<file path="src/rtl/ddc_agc_if.sv">
// rtl/ddc_agc_if.sv - I/Q sample stream in and out of the AGC stage
interface ddc_agc_if #(
    parameter int DW = 14
);
    logic                 in_valid;
    logic signed [DW-1:0] i_in;
    logic signed [DW-1:0] q_in;
    logic                 out_valid;
    logic signed [DW-1:0] i_out;
    logic signed [DW-1:0] q_out;

    modport master (output in_valid, i_in, q_in, input out_valid, i_out, q_out);
    modport slave  (input in_valid, i_in, q_in, output out_valid, i_out, q_out);
endinterface

</file>
<file path="src/rtl/ddc_agc.sv">
// rtl/ddc_agc.sv - digital AGC: programmable gain with saturation, windowed envelope loop
module ddc_agc #(
    parameter int DW        = 14,
    parameter int WIN_LOG2  = 8,
    parameter int TARGET    = 4096,
    parameter int HYST      = 256,
    parameter int GAIN_INIT = 32
) (
    input  logic       clk,
    input  logic       reset,
    ddc_agc_if.slave   s,
    input  logic       agc_hold,
    output logic [7:0] gain_o,
    output logic       locked
);
    localparam int PW = DW + 9;
    localparam int MW = DW + 1;
    localparam int AW = WIN_LOG2 + DW + 1;
    localparam logic [AW-1:0]       HI_LIM  = AW'(TARGET + HYST);
    localparam logic [AW-1:0]       LO_LIM  = AW'(TARGET - HYST);
    localparam logic [WIN_LOG2-1:0] CNT_ONE = WIN_LOG2'(1);

    typedef enum logic {ACCUM, DECIDE} state_t;

    state_t               state_q, state_d;
    logic                 v1_q, v1_d;
    logic signed [PW-1:0] pi_q, pi_d, pq_q, pq_d;
    logic                 ov_q, ov_d;
    logic [DW-1:0]        io_q, io_d, qo_q, qo_d;
    logic [AW-1:0]        acc_q, acc_d, win_q, win_d;
    logic [WIN_LOG2-1:0]  cnt_q, cnt_d;
    logic [7:0]           g_q, g_d;
    logic [2:0]           inb_q, inb_d;
    logic                 locked_q, locked_d;

    logic signed [PW-1:0] xi_ext, xq_ext, g_ext;
    logic [MW-1:0]        m;
    logic [AW-1:0]        acc_sum, avg;

    // Floor shift by 5 (gain is Q3.5), then clamp to the DW-bit signed range.
    function automatic logic [DW-1:0] sat_shift(input logic signed [PW-1:0] p);
        logic signed [PW-1:0] y;
        logic [PW-DW:0]       hi;
        y  = p >>> 5;
        hi = y[PW-1:DW-1];
        if (&hi || ~|hi) sat_shift = y[DW-1:0];
        else if (y[PW-1]) sat_shift = {1'b1, {(DW-1){1'b0}}};
        else sat_shift = {1'b0, {(DW-1){1'b1}}};
    endfunction

    // Unsigned magnitude; the most negative code maps to 2^(DW-1) exactly.
    function automatic logic [DW-1:0] mag(input logic [DW-1:0] x);
        mag = x[DW-1] ? (~x) + DW'(1) : x;
    endfunction

    always_comb begin
        xi_ext  = {{9{s.i_in[DW-1]}}, s.i_in};
        xq_ext  = {{9{s.q_in[DW-1]}}, s.q_in};
        g_ext   = {{(PW-8){1'b0}}, g_q};
        m       = {1'b0, mag(io_q)} + {1'b0, mag(qo_q)};
        acc_sum = acc_q + {{(AW-MW){1'b0}}, m};
        avg     = win_q >> WIN_LOG2;

        v1_d     = s.in_valid;
        pi_d     = pi_q;
        pq_d     = pq_q;
        ov_d     = v1_q;
        io_d     = io_q;
        qo_d     = qo_q;
        acc_d    = acc_q;
        cnt_d    = cnt_q;
        win_d    = win_q;
        state_d  = ACCUM;
        g_d      = g_q;
        inb_d    = inb_q;
        locked_d = locked_q;

        if (s.in_valid) begin
            pi_d = xi_ext * g_ext;
            pq_d = xq_ext * g_ext;
        end
        if (v1_q) begin
            io_d = sat_shift(pi_q);
            qo_d = sat_shift(pq_q);
        end

        if (ov_q) begin
            if (cnt_q == '1) begin
                win_d   = acc_sum;
                acc_d   = '0;
                cnt_d   = '0;
                state_d = DECIDE;
            end else begin
                acc_d = acc_sum;
                cnt_d = cnt_q + CNT_ONE;
            end
        end

        // Lock tracking ignores agc_hold and clamping: only the measured level matters.
        if (state_q == DECIDE) begin
            if (avg > HI_LIM) begin
                inb_d = 3'd0;
                if (!agc_hold && g_q > 8'd1) g_d = g_q - 8'd1;
            end else if (avg < LO_LIM) begin
                inb_d = 3'd0;
                if (!agc_hold && g_q < 8'd255) g_d = g_q + 8'd1;
            end else begin
                inb_d = (inb_q == 3'd4) ? 3'd4 : inb_q + 3'd1;
            end
            locked_d = (inb_d == 3'd4);
        end
    end

    always_ff @(posedge clk) begin
        if (reset) begin
            state_q  <= ACCUM;
            v1_q     <= 1'b0;
            pi_q     <= '0;
            pq_q     <= '0;
            ov_q     <= 1'b0;
            io_q     <= '0;
            qo_q     <= '0;
            acc_q    <= '0;
            cnt_q    <= '0;
            win_q    <= '0;
            g_q      <= 8'(GAIN_INIT);
            inb_q    <= 3'd0;
            locked_q <= 1'b0;
        end else begin
            state_q  <= state_d;
            v1_q     <= v1_d;
            pi_q     <= pi_d;
            pq_q     <= pq_d;
            ov_q     <= ov_d;
            io_q     <= io_d;
            qo_q     <= qo_d;
            acc_q    <= acc_d;
            cnt_q    <= cnt_d;
            win_q    <= win_d;
            g_q      <= g_d;
            inb_q    <= inb_d;
            locked_q <= locked_d;
        end
    end

    assign s.out_valid = ov_q;
    assign s.i_out     = io_q;
    assign s.q_out     = qo_q;
    assign gain_o      = g_q;
    assign locked      = locked_q;
endmodule
</file>
<file path="src/flat_wrapper.sv">
// flat-port wrapper written by rule: the top's interface ports become plain ports
module ddc_agc_flat 
#(
    parameter int DW        = 14,
    parameter int WIN_LOG2  = 8,
    parameter int TARGET    = 4096,
    parameter int HYST      = 256,
    parameter int GAIN_INIT = 32
)
  (clk, reset, agc_hold, gain_o, locked, s_in_valid, s_i_in, s_q_in, s_out_valid, s_i_out, s_q_out);
  ddc_agc_if #(.DW(DW)) s_i ();
  input  logic clk;
  input  logic reset;
  input  logic agc_hold;
  output logic [7:0] gain_o;
  output logic locked;
  input wire logic [$bits(s_i.in_valid)-1:0] s_in_valid;
  input wire logic [$bits(s_i.i_in)-1:0] s_i_in;
  input wire logic [$bits(s_i.q_in)-1:0] s_q_in;
  output wire logic [$bits(s_i.out_valid)-1:0] s_out_valid;
  output wire logic [$bits(s_i.i_out)-1:0] s_i_out;
  output wire logic [$bits(s_i.q_out)-1:0] s_q_out;
  assign s_i.in_valid = s_in_valid;
  assign s_i.i_in = s_i_in;
  assign s_i.q_in = s_q_in;
  assign s_out_valid = s_i.out_valid;
  assign s_i_out = s_i.i_out;
  assign s_q_out = s_i.q_out;
  ddc_agc #(.DW(DW), .WIN_LOG2(WIN_LOG2), .TARGET(TARGET), .HYST(HYST), .GAIN_INIT(GAIN_INIT)) u_core (.clk(clk), .reset(reset), .s(s_i), .agc_hold(agc_hold), .gain_o(gain_o), .locked(locked));
endmodule
</file>
<file path="config.mk">
export PLATFORM = sky130hd
export DESIGN_NAME = ddc_agc_flat
export DESIGN_NICKNAME = d
export VERILOG_FILES = /design/src/rtl/ddc_agc_if.sv /design/src/rtl/ddc_agc.sv /design/src/flat_wrapper.sv
export SDC_FILE = /design/constraint.sdc
export NUM_CORES = 1
export LEC_CHECK = 0
export CAP_MARGIN = 5
export CORE_MARGIN = 3
export CORE_UTILIZATION = 57
export DETAILED_ROUTE_END_ITERATION = 12
export HOLD_SLACK_MARGIN = 0.1
export PLACE_DENSITY_LB_ADDON = 0.08
export SLEW_MARGIN = 30
export SYNTH_ARGS = -nofsm -noshare
export SYNTH_HDL_FRONTEND = slang
export SYNTH_SLANG_ARGS = --single-unit
</file>
<file path="constraint.sdc">
create_clock -name clk -period 4.7 [get_ports clk]
set_input_delay 0.47 -clock clk [delete_from_list [all_inputs] [get_ports clk]]
set_output_delay 0.47 -clock clk [all_outputs]
set_load 0.05 [all_outputs]
</file>
==> reports/results.txt <==
DRC violation count after routing: 0. After global routing, the most crowded layer is met2. The worst slew margin relative to its limit was 38.3%.

The Yosys step of the flow raised 0 warnings. The largest incremental delay on the critical path is 0.54 ns. The vertical die dimension works out to 168 µm.

The startpoint identified for the worst hold timing path is u_core.win_q[11]$_SDFFE_PP0P_. In the post-route analysis, the smallest setup slack over all paths is 0.120 ns. Hold is met by 0.462 ns.

The worst hold path terminates at u_core.win_q[11]$_SDFFE_PP0P_. The post-synthesis area per instance is 8.32 µm². The tools report the worst setup timing slack at the placement stage as -0.474 ns. For this design the ratio of total power to cell area is 180 mW/mm². The mapped cell area came out at 0.0149 mm². The number of global-route vias before repair came out at 13000. For this block, the routed nets add up to 37.6 mm of wire. VDD sags by at most 0.319 mV.

Dividing the final minimum period by the clock period gives 97.4%. The area of the die is 0.0281 mm². The fill cell total of the finished layout was 2080.

Biggest fanout along the worst timing path: 11. Traced cell by cell, the critical path runs through buf_12, buf_4, nand2_1, fa_1, inv_1, fa_1, ha_1, inv_1, fa_1, inv_1, fa_2, a21o_1, a21o_1, a311oi_4, o211ai_1, o21a_1, xnor2_1, a211oi_1. The post-route total power is 3.26 mW. Synthesis produced a netlist with a net count of 2121. The count of final max-slew check failures came out at 0.

The placed instances occupy a cell area of 0.0169 mm². Counting flops and latches in the post-synthesis netlist gives 125. The net count of the finished layout is 2301.

The run gives 0 as the max capacitance violation total. Entering global routing, the biggest net connects 83 pins. For this run, asynchronously set or reset flops after synthesis account for 0%.

The fraction of layout cells with a size suffix above 1 came out at 13.4%. The clock tree synthesis step divided the H-tree into 4 levels. In the routed layout, each cell is associated on average with a via count of 5.45. STA classifies the critical path startpoint as a register.

The run gives 833 as the count of routing violations after the opening detailed-route iteration. The floorplan step set the die width to 168 µm. The logs give 2311 for the final cell count without fillers and 0.910 for the weighted congestion at the end of routability-driven global placement. The transition time of the tightest slew-check pin was 0.925 ns. Once the floorplan was initialized, standard cells occupied 58.6% of the core. The clock drives 125 sinks. The met1 capacity usage during global routing is 33.0%, and the total congestion overflow is 0.

Dominant register cell in the synthesized netlist: sky130_fd_sc_hd__dfxtp_1. The run gives 8.90 nW as the leakage component of the power. Counting along the longest clock path gives a buffer depth of 2. The most used standard cell by instance count after synthesis is sky130_fd_sc_hd__inv_1. In this run, placement finished with an instance count of 2262. The antenna diode instance count was 0; the core utilization of the finished layout was 71.0%. The min-delay analysis places its worst path in the category register to register. The worst path needs 4.58 ns of the cycle, external delays included. After floorplanning, the core was sized to cover 0.0254 mm². The cell chosen for the clock root is sky130_fd_sc_hd__clkbuf_16. Data arrival time of the critical path: 4.89 ns.

Clock-pin slew was measured on the worst setup and hold paths at 0.06 ns. sky130_fd_sc_hd__fa_1 takes more of the synthesized area than any other cell. In this run the count of I/O pins placed on the die edge is 70. The share of synthesized area occupied by flip-flops and latches is 16.8%, and the hold path depth is 2. The tools report the worst setup slack for register-to-register paths as 0.12 ns. The count of flip-flops with a built-in enable after synthesis was 0. The share of synthesized area in the top cell type comes to 26.2%. Dividing the detail-routed wire length by the instance count gives 16.3 µm.

Global routing consumed, on the met3 layer, 2.86% of the routing resources. For the aggregate global-route resource usage, the log shows 26.2%. Ranked by total cell area, the synthesized netlist is headed by sky130_fd_sc_hd__fa_1 (26%), sky130_fd_sc_hd__dfxtp_1 (17%), sky130_fd_sc_hd__ha_1 (8.9%). Compared with the post-synthesis result, the final layout area differs by 21.3%. The run gives 61.1 mm as the first-pass GRT wire length.

The run finished with clean final reports. The commonest cells after synthesis are sky130_fd_sc_hd__inv_1 (335), sky130_fd_sc_hd__fa_1 (195), sky130_fd_sc_hd__nand2_1 (175). Setup repair after global routing could not meet its margin everywhere.

The standard-cell row count came out at 58. The number of buffers inserted by port buffering came out at 69. The source of the worst register-to-register timing path is u_core.gain_o[0]$_SDFFE_PP0P_. The required time of the critical path was 5.01 ns. TritonCTS created 17 clock buffers.

For the number of failing hold endpoints at the final stage, the log shows 0. Once detail routing completed, the nets flagged for antenna violations numbered 0. For this run, global-route usage on met2 was measured as 46.7%. The final number of setup-violating endpoints came out at 0.

The logs give 0.0114 ns for the setup clock skew after layout and 0.42 ns for the insertion delay of the later-clocked pin in the worst-skew pair. Number of cells produced by synthesis: 1788. After synthesis, the netlist uses 77 different library cells.

The routed layout has 12600 vias. TritonCTS built the clock tree. The final-layout setup total negative slack is 0 ns. The cell with the largest stage delay on the worst path was sky130_fd_sc_hd__fa_1. The post-detailed-placement half-perimeter wirelength came out at 27.9 mm. Fmax: 0.218 GHz.

The logs give 0 for the initial antenna violation count and 5 for the number of detailed-route iterations in the first pass. In this run the critical register-to-register path is captured at u_core.pi_q[16]$_SDFFE_PP0P_. Area of all placed cells without fillers: 0.0180 mm².

The critical setup path kind was register to register. The worst setup path is captured at a register. The number of cells on the worst reg-to-reg path is 18.
-- critical path, delay by kind of cell (launching register included) --
| kind | cells | cell delay [ns] |
|---|---|---|
| adders and majority gates | 5 | 2.16 |
| AOI/OAI and AO/OA | 6 | 1.27 |
| buffers and inverters | 5 | 0.48 |
| DFF | 1 | 0.36 |
| xor gates and xnor gates | 1 | 0.14 |
| and+or+nand+nor | 1 | 0.06 |
-- state kept, by name, indices dropped and copies added (netlist names) --
name and flops:
u_core.s.i_out 14, u_core.win_q 15, u_core.pq_q 18, u_core.s.q_out 14, u_core.acc_q 23, u_core.inb_q 3, u_core.s.out_valid 1, u_core.pi_q 18
u_core.gain_o 8, u_core.cnt_q 8, u_core.state_q 1, u_core.locked 1, u_core.ov_d 1
-- area by class of cell --
class                           count  area (µm²)  area share, %
Inverter                          337        1260           7.01
Sequential cell                   125        2530           14.0
Clock inverter                     12         159          0.881
Clock buffer                       20         468           2.59
Multi-Input combinational cell   1259       11100           61.8
Tap cell                          330         413           2.29
Timing Repair Buffer              228        2070           11.5
-- kinds of logic (layout without fill, tap and decap cells) --
kind of cell               Yosys count  count (layout)  share of synthesized area, %
and+or+nand+nor                    577             577                          19.2
buffers and inverters              404             597                          10.2
adders and majority gates          301             301                          35.2
AOI/OAI and AO/OA                  273             273                          12.0
DFF                                125             125                          16.8
xor gates and xnor gates            81              81                          4.77
muxes                               27              27                          1.83
-- per-layer routing --
layer  vias up  part of all wire, %
met5         -                    0
met2       286                   50
li1       6063                    -
met4         0                  3.8
met3        89                  3.5
met1      6151                   42
-- where the power goes --
part | internal (mW) | total, mW | switching, mW
combinational | 0.287 | 0.718 | 0.431
clock | 0.884 | 1.39 | 0.504
sequential | 1.10 | 1.15 | 0.0480
-- how the worst max path moves through the flow --
stage	from	endpoint	slack (ns)	cells past startpoint
2_1_floorplan	u_core.gain_o[2]$_SDFFE_PP0P_	u_core.pi_q[22]$_SDFFE_PP0P_	-0.02	19
3_3_place_gp	s_i_in[6]	u_core.pi_q[19]$_SDFFE_PP0P_	-0.39	17
3_5_place_dp	s_i_in[6]	u_core.pi_q[21]$_SDFFE_PP0P_	-0.47	17
4_1_cts	s_q_in[9]	u_core.pq_q[19]$_SDFFE_PP0P_	0.007	18
5_1_grt	u_core.gain_o[3]$_SDFFE_PP0P_	u_core.pq_q[17]$_SDFFE_PP0P_	-0.06	17
6_report	u_core.gain_o[0]$_SDFFE_PP0P_	u_core.pi_q[16]$_SDFFE_PP0P_	0.12	18
-- repair_timing --
item / in CTS / in global routing
buffers inserted: 1 / 16
hold buffers: 0 / 0
endpoints found under the setup margin: 8 / 34
resized for setup: 4 / 76
pin swaps: 2 / 30
-- cell usage in the layout, fill, tap and decap left out, drive strengths merged, types with 44 or more instances in the layout --
master / count
a21oi: 88
fa: 195
dfxtp: 125
and2: 110
nor3: 47
nand2: 176
nor2: 114
ha: 106
clkdlybuf4s50: 45
inv: 339
buf: 161
xnor2: 44
No activity file was read; power rests on OpenSTA's default activity.
